[src/rtl/rd_beat_packer.sv]
// rd_beat_packer: packs BEATS consecutive 32-bit read words into wide packets and
// buffers them in a DEPTH-entry valid/ready FIFO, dropping packets that find it full.
module rd_beat_packer #(
    parameter int BEATS = 2,
    parameter int DEPTH = 4
) (
    input  logic                         clk,
    input  logic                         reset,
    input  logic                         rd_valid_i,
    input  logic [31:0]                  rd_data_i,
    input  logic                         flush_i,
    input  logic                         ovf_clr_i,
    output logic                         out_valid_o,
    input  logic                         out_ready_i,
    output logic [32*BEATS-1:0]          out_data_o,
    output logic [$clog2(BEATS):0]       out_cnt_o,
    output logic                         overflow_o,
    output logic [7:0]                   drop_cnt_o
);
    localparam int IW = $clog2(BEATS);
    localparam int CW = IW + 1;
    localparam int AW = $clog2(DEPTH);
    localparam int PW = 32 * BEATS;

    typedef enum logic {ST_IDLE, ST_FILL} state_t;

    state_t          state_q, state_d;
    logic [IW-1:0]   idx_q, idx_d;
    logic [PW-1:0]   asm_q, asm_d, pkt;
    logic [CW-1:0]   pkt_cnt;
    logic [PW-1:0]   data_mem_q [DEPTH];
    logic [CW-1:0]   cnt_mem_q [DEPTH];
    logic [AW:0]     wptr_q, rptr_q;
    logic            overflow_q;
    logic [7:0]      drop_cnt_q;
    logic            last, push, full, empty, pop, accept, drop;

    // The incoming word lands in its slot before any push, so a flush on the same
    // cycle as a word carries that word in the packet.
    always_comb begin
        pkt = asm_q;
        if (rd_valid_i) pkt[32*int'(idx_q) +: 32] = rd_data_i;
        last    = rd_valid_i && (idx_q == IW'(BEATS - 1));
        push    = last || (flush_i && (state_q == ST_FILL || rd_valid_i));
        pkt_cnt = CW'(idx_q) + CW'(rd_valid_i);
        idx_d   = push ? '0 : idx_q + IW'(rd_valid_i);
        state_d = (idx_d == '0) ? ST_IDLE : ST_FILL;
        asm_d   = push ? '0 : pkt;
    end

    assign empty  = wptr_q == rptr_q;
    assign full   = (wptr_q[AW] != rptr_q[AW]) && (wptr_q[AW-1:0] == rptr_q[AW-1:0]);
    assign pop    = ~empty & out_ready_i;
    assign accept = push & (~full | pop);
    assign drop   = push & full & ~pop;

    always_ff @(posedge clk or posedge reset) begin
        if (reset) begin
            state_q    <= ST_IDLE;
            idx_q      <= '0;
            asm_q      <= '0;
            wptr_q     <= '0;
            rptr_q     <= '0;
            overflow_q <= 1'b0;
            drop_cnt_q <= '0;
            for (int i = 0; i < DEPTH; i++) begin
                data_mem_q[i] <= '0;
                cnt_mem_q[i]  <= '0;
            end
        end else begin
            state_q <= state_d;
            idx_q   <= idx_d;
            asm_q   <= asm_d;
            if (accept) begin
                data_mem_q[wptr_q[AW-1:0]] <= pkt;
                cnt_mem_q[wptr_q[AW-1:0]]  <= pkt_cnt;
                wptr_q                     <= wptr_q + 1'b1;
            end
            if (pop) rptr_q <= rptr_q + 1'b1;
            // A drop on the clearing cycle wins, so the new count restarts at one.
            if (drop) begin
                overflow_q <= 1'b1;
                drop_cnt_q <= ovf_clr_i ? 8'd1 : (drop_cnt_q == 8'hFF) ? drop_cnt_q : drop_cnt_q + 8'd1;
            end else if (ovf_clr_i) begin
                overflow_q <= 1'b0;
                drop_cnt_q <= '0;
            end
        end
    end

    assign out_valid_o = ~empty;
    assign out_data_o  = empty ? '0 : data_mem_q[rptr_q[AW-1:0]];
    assign out_cnt_o   = empty ? '0 : cnt_mem_q[rptr_q[AW-1:0]];
    assign overflow_o  = overflow_q;
    assign drop_cnt_o  = drop_cnt_q;
endmodule

[config.mk]
export PLATFORM = sky130hd
export DESIGN_NAME = rd_beat_packer
export DESIGN_NICKNAME = d
export VERILOG_FILES = /design/src/rtl/rd_beat_packer.sv
export SDC_FILE = /design/constraint.sdc
export NUM_CORES = 1
export LEC_CHECK = 0
export BUFFER_PORTS_ARGS = -buffer_cell sky130_fd_sc_hd__buf_2
export CELL_PAD_IN_SITES_DETAIL_PLACEMENT = 0
export CELL_PAD_IN_SITES_GLOBAL_PLACEMENT = 1
export CORE_MARGIN = 3
export CORE_UTILIZATION = 52
export CTS_CLUSTER_DIAMETER = 120
export CTS_CLUSTER_SIZE = 12
export DETAILED_ROUTE_END_ITERATION = 7
export PLACE_DENSITY = 0.92
export SLEW_MARGIN = 20
export SYNTH_ARGS = -nofsm -noshare
export SYNTH_HDL_FRONTEND = slang
export SYNTH_SLANG_ARGS = --single-unit
[constraint.sdc]
create_clock -name clk -period 31.5 [get_ports clk]
set_input_delay 4.725 -clock clk [delete_from_list [all_inputs] [get_ports clk]]
set_output_delay 4.725 -clock clk [all_outputs]
set_load 0.03 [all_outputs]
# Word level (Yosys, flattened, before mapping)
# Index checks and enable logic that the tools add are counted.
# Widths: inputs -> output; s select.
dict set report word_totals {
  rom_bits 0
  out_inout_bits 76
  latchBits 0
  ff_bits 345
  wordCells 74
  mem_count 0
  mem_bits_rw 0
  input_bits 38
}
dict set report classes {
  bitwise_logic 10
  n_mux 25
  order_cmp 3
  add_sub_neg 6
  n_shift 2
  n_div 0
  multipliers 0
  n_reduce_logical 8
  n_eq_ne 5
}
# operator count
set ops {}
lappend ops {{$mux 64} 6}
lappend ops {{$bwmux 256} 1}
lappend ops {{$bmux 64 s2} 1}
lappend ops {{$demux 64 s2} 1}
lappend ops {{$bwmux 64} 1}
lappend ops {{$shift 32x33->64 const A} 1}
lappend ops {{$shiftx 32x33->64} 1}
lappend ops {{$neg 6->33} 1}
lappend ops {{$mux 8} 4}
lappend ops {{$add 8x1->8 const B} 1}
lappend ops {{$bwmux 8} 1}
lappend ops {{$eq 8x8->1 const B} 1}
lappend ops {{$mux 2} 4}
lappend ops {{$add 3x1->3 const B} 2}
lappend ops {{$ge 3x3->1 const B} 2}
lappend ops {{$not 2->3} 2}
lappend ops {{$and 1x1->1} 4}
lappend ops {{$bmux 2 s2} 1}
lappend ops {{$demux 2 s2} 1}
lappend ops {{$logic_and 1x1->1} 4}
lappend ops {{$mux 1} 4}
lappend ops {{$eq 3x3->1} 1}
lappend ops {{$lt 3x1->1 const B} 1}
lappend ops {{$not 1->1} 3}
lappend ops {{other kinds (9)} 10}

# Logic depth before layout (Yosys ltp)
dict set report logic_depth {
  depth_word 7
  depth_mapped 10
  mapped_depth_nobuf 7
}

# Least setup slack after synthesis
# OpenSTA, ideal clock, no wires.
dict set report synth_path {
  path_type {register to output}
  start {register rptr_q[1]}
  end {output out_data_o[45]}
  path_slack_ns 24.873
  path_buffers 3
  stages_incl_launch_ff 6
  required_time_ns 26.775
  arrival_ns 1.902
  cell_sequence {dfrtp_1 clkbuf_1 buf_1 buf_1 mux4_2 nor2b_1}
}
dict set report synth_between {
  elab_chain_len 5
  word_cells_on_any_way 6
  cone_classes {eq/ne (1); mux (4); bitwise (1)}
}
# element line_no
set synth_lines {}
lappend synth_lines {{start: declaration} 33} ;# logic [AW:0] wptr_q, rptr_q;
lappend synth_lines {{start signal: assignment} 79} ;# if (pop) rptr_q <= rptr_q + 1'b1;
lappend synth_lines {{$not 2->3 (implied by the code)} 92} ;# assign out_data_o = empty ? '0 : data_mem_q[rptr_q[AW-1:0]];
lappend synth_lines {{$bmux 64 s2} 92}
lappend synth_lines {{$mux 64 (implied by the code) (2 in series)} 92}
lappend synth_lines {{$mux 64 (*)} 92}
lappend synth_lines {{end: declaration} 15} ;# output logic [32*BEATS-1:0] out_data_o,
# Mark *: on every way between the ends. The rest lies on a longest branch, timed or not. The select of a mux whose other input is x is not followed.

# Worst setup path after layout
dict set report layout_path {
  start {register rptr_q[0]}
  end {output out_data_o[16]}
}
# The elaborated chain is that of the path after synthesis.

==> flow_summary.json <==
{
  "antenna_found_initial": 0,
  "hold_slack_ns": 0.475,
  "dr.pass1.iters": 5,
  "via_per_inst": 5.64,
  "htreeDepth": 2,
  "drv_slew": 0,
  "async_reset_ff_frac": 1.00,
  "synth_edf_count": 0,
  "boundaryPins": 114,
  "wl_per_cell_um": 19.2,
  "irDropWorstVdd_uv": 58.3,
  "yosys_register_bits": 344,
  "worst_clock_skew_ns": 0.0104,
  "hold_class": "flip-flop to flip-flop",
  "ys_warn_count": 0,
  "tns_ns": 0,
  "drtIter0Drc": 697,
  "drcViolationCount": 0,
  "ctsHoldBuffers": 0,
  "core_sq_mm": 0.0273,
  "critPathMaxFanout": 55,
  "die_h_um": 174,
  "dpl_cell_area_sq_mm": 0.0154,
  "start_kind": "flip-flop",
  "hold_violations": 0,
  "power_density_mw_per_mm2": 106,
  "cp.arrival_ns": 3.53,
  "grt.overflow.total": 0,
  "rows": 60,
  "period_share": 0.262,
  "synth.most_common_cell": "dfrtp_1",
  "avgSynthCellArea_sq_um": 11.3,
  "synth_top_area_frac": 0.586,
  "cts.path.max_buffers": 3,
  "finalPower_mw": 1.75,
  "crit_path_end_kind": "output pin",
  "period_needed_ns": 8.26,
  "max_cap_violations": 0,
  "dpl.hpwl_mm": 20.2,
  "gp_congestion": 0.750,
  "dieArea_sq_mm": 0.0303,
  "cts_tree": "built",
  "worst_pin_slew_ns": 1.09,
  "wirelength_mm": 33.4,
  "postCtsSetupBuffers": 0,
  "seq_area_frac_synth": 0.586,
  "initial_core_util": 0.538,
  "diodes": 0,
  "layout-drive-gt1-share": 0.184,
  "critPathKind": "flip-flop to output pin",
  "clk_latency_ns": 0.51,
  "relSlewSlack": 0.274,
  "synth.area.top_cells": "dfrtp_1 59%, mux4_2 10%, o21ai_0 8.8%",
  "grt_setup_unrepaired": "no",
  "fmax_ghz": 0.121,
  "cts.clk_slew.worst_paths_ns": 0.06,
  "vias": 9812,
  "fp.dieW_um": 174,
  "cts_buffers": 34,
  "antenna_left": 0,
  "post_cts_resized": 0,
  "postSynthCellCount": 1298,
  "numPortBuffers": 113,
  "grt_pass1_vias": 10100,
  "grt_max_degree": 141,
  "synth_commonest_cells": "344 x dfrtp_1, 267 x nand2_1, 257 x o21ai_0",
  "syn-num-nets": 1344,
  "ys_types": 35,
  "clock_sinks": 344,
  "setup_viol_count_final": 0,
  "syn2layout_area_growth_pct": 11.8,
  "synth-main-ff-cell": "dfrtp_1",
  "grt_pass1_wl_mm": 54.7,
  "ff2ff_setup_slack_ns": 28.05,
  "design_area_sq_mm": 0.0164,
  "outcome": "complete, no violations",
  "p_leak_nw": 7.98,
  "grt.total_usage": 0.225,
  "fin_nets": 1412,
  "root_buffer": "clkbuf_16",
  "synth_area_sq_mm": 0.0147,
  "cp_data_required_time_ns": 26.78,
  "synth_largest_area_cell": "dfrtp_1"
}
## sequential cells by signal, indices dropped and copies added (netlist names)
name / flops
asm_q: 64
data_mem_q: 256
overflow_o: 1
wptr_q: 3
rptr_q: 3
idx_q: 1
drop_cnt_o: 8
cnt_mem_q: 8
## cells in the final DEF (no fill, tap or decap), types with 2 or more instances in the layout
master | netlist | final
nand3_4 | 0 | 4
mux2i_1 | 64 | 64
clkbuf_16 | 0 | 37
buf_2 | 26 | 113
nor3_1 | 2 | 2
o21ai_1 | 6 | 6
dfrtp_1 | 344 | 342
o21ai_0 | 257 | 257
a21oi_1 | 3 | 3
mux4_2 | 66 | 66
mux2_2 | 5 | 5
nand2_2 | 0 | 2
dfrtp_4 | 0 | 2
buf_4 | 14 | 13
nand2_1 | 267 | 265
xnor2_1 | 8 | 8
nor2b_1 | 68 | 68
a311oi_1 | 2 | 2
ha_1 | 8 | 8
nor2_1 | 71 | 71
nand3_1 | 6 | 3
nor4_2 | 2 | 2
inv_1 | 10 | 9
xor2_1 | 3 | 3
## power breakdown
group	switching (mW)	internal, mW	total (mW)	leakage [nW]
Clock	0.157	0.215	0.372	0.471
Combinational	0.439	0.254	0.692	2.95
Sequential	0.0943	0.589	0.683	4.56
Total	0.690	1.06	1.75	7.98
## final timing paths
check                                             from                           to  cells past startpoint
min reg2reg                data_mem_q[233]$_DFFE_PP0P_  data_mem_q[233]$_DFFE_PP0P_                      2
max                              rptr_q[0]$_DFFE_PP0P_               out_data_o[16]                      5
max in group asynchronous                        reset  data_mem_q[240]$_DFFE_PP0P_                      4
min in group asynchronous                        reset   data_mem_q[70]$_DFFE_PP0P_                      2
max reg2reg                      rptr_q[0]$_DFFE_PP0P_  data_mem_q[202]$_DFFE_PP0P_                      6
min                        data_mem_q[233]$_DFFE_PP0P_  data_mem_q[233]$_DFFE_PP0P_                      2
## final cells by class
class                           instances  area [sq um]
Clock buffer                           38           930
Clock inverter                          1          30.0
Fill cell                            2308         10900
Inverter                               10          45.0
Multi-Input combinational cell        849          5650
Sequential cell                       344          8620
Tap cell                              372           465
Timing Repair Buffer                  127           691
## critical path, stage by stage, from the launching register on
cell     delay, ns
dfrtp_4       0.90
xor2_1        0.20
nor3b_2       0.74
buf_4         0.67
nor2b_1       0.24
buf_2         0.24
## metal layers
layer  track usage  up-vias  part of all wire
li1              -     4545                 -
met1         0.314     4978              0.45
met2         0.366      226              0.48
met3        0.0325       63             0.041
met4        0.0771        0             0.028
met5             0        -                 0
## cell families (layout without fill, tap and decap cells)
group                    count (synthesis)  count (layout)  synth area share
XOR/XNOR                                11              11           0.00656
flip-flops                             344             344             0.586
AND/OR/NAND/NOR                        424             424             0.125
adder cells (fa/ha/maj)                  8               8           0.00681
AO/OA/AOI/OAI                          271             271            0.0941
buffers and inverters                  105             176            0.0333
multiplexers                           135             135             0.149
## per-stage QoR
step | utilization | instances | setup slack, ns
2_1_floorplan | - | 1298 | 17.24
3_3_place_gp | 0.565 | 1701 | 23.73
3_5_place_dp | 0.565 | 1701 | 23.67
4_1_cts | 0.600 | 1740 | 23.18
5_1_grt | 0.601 | 1741 | 22.99
6_report | 0.601 | 1741 | 23.24
Note: power is estimated with default switching activity, not from simulation.
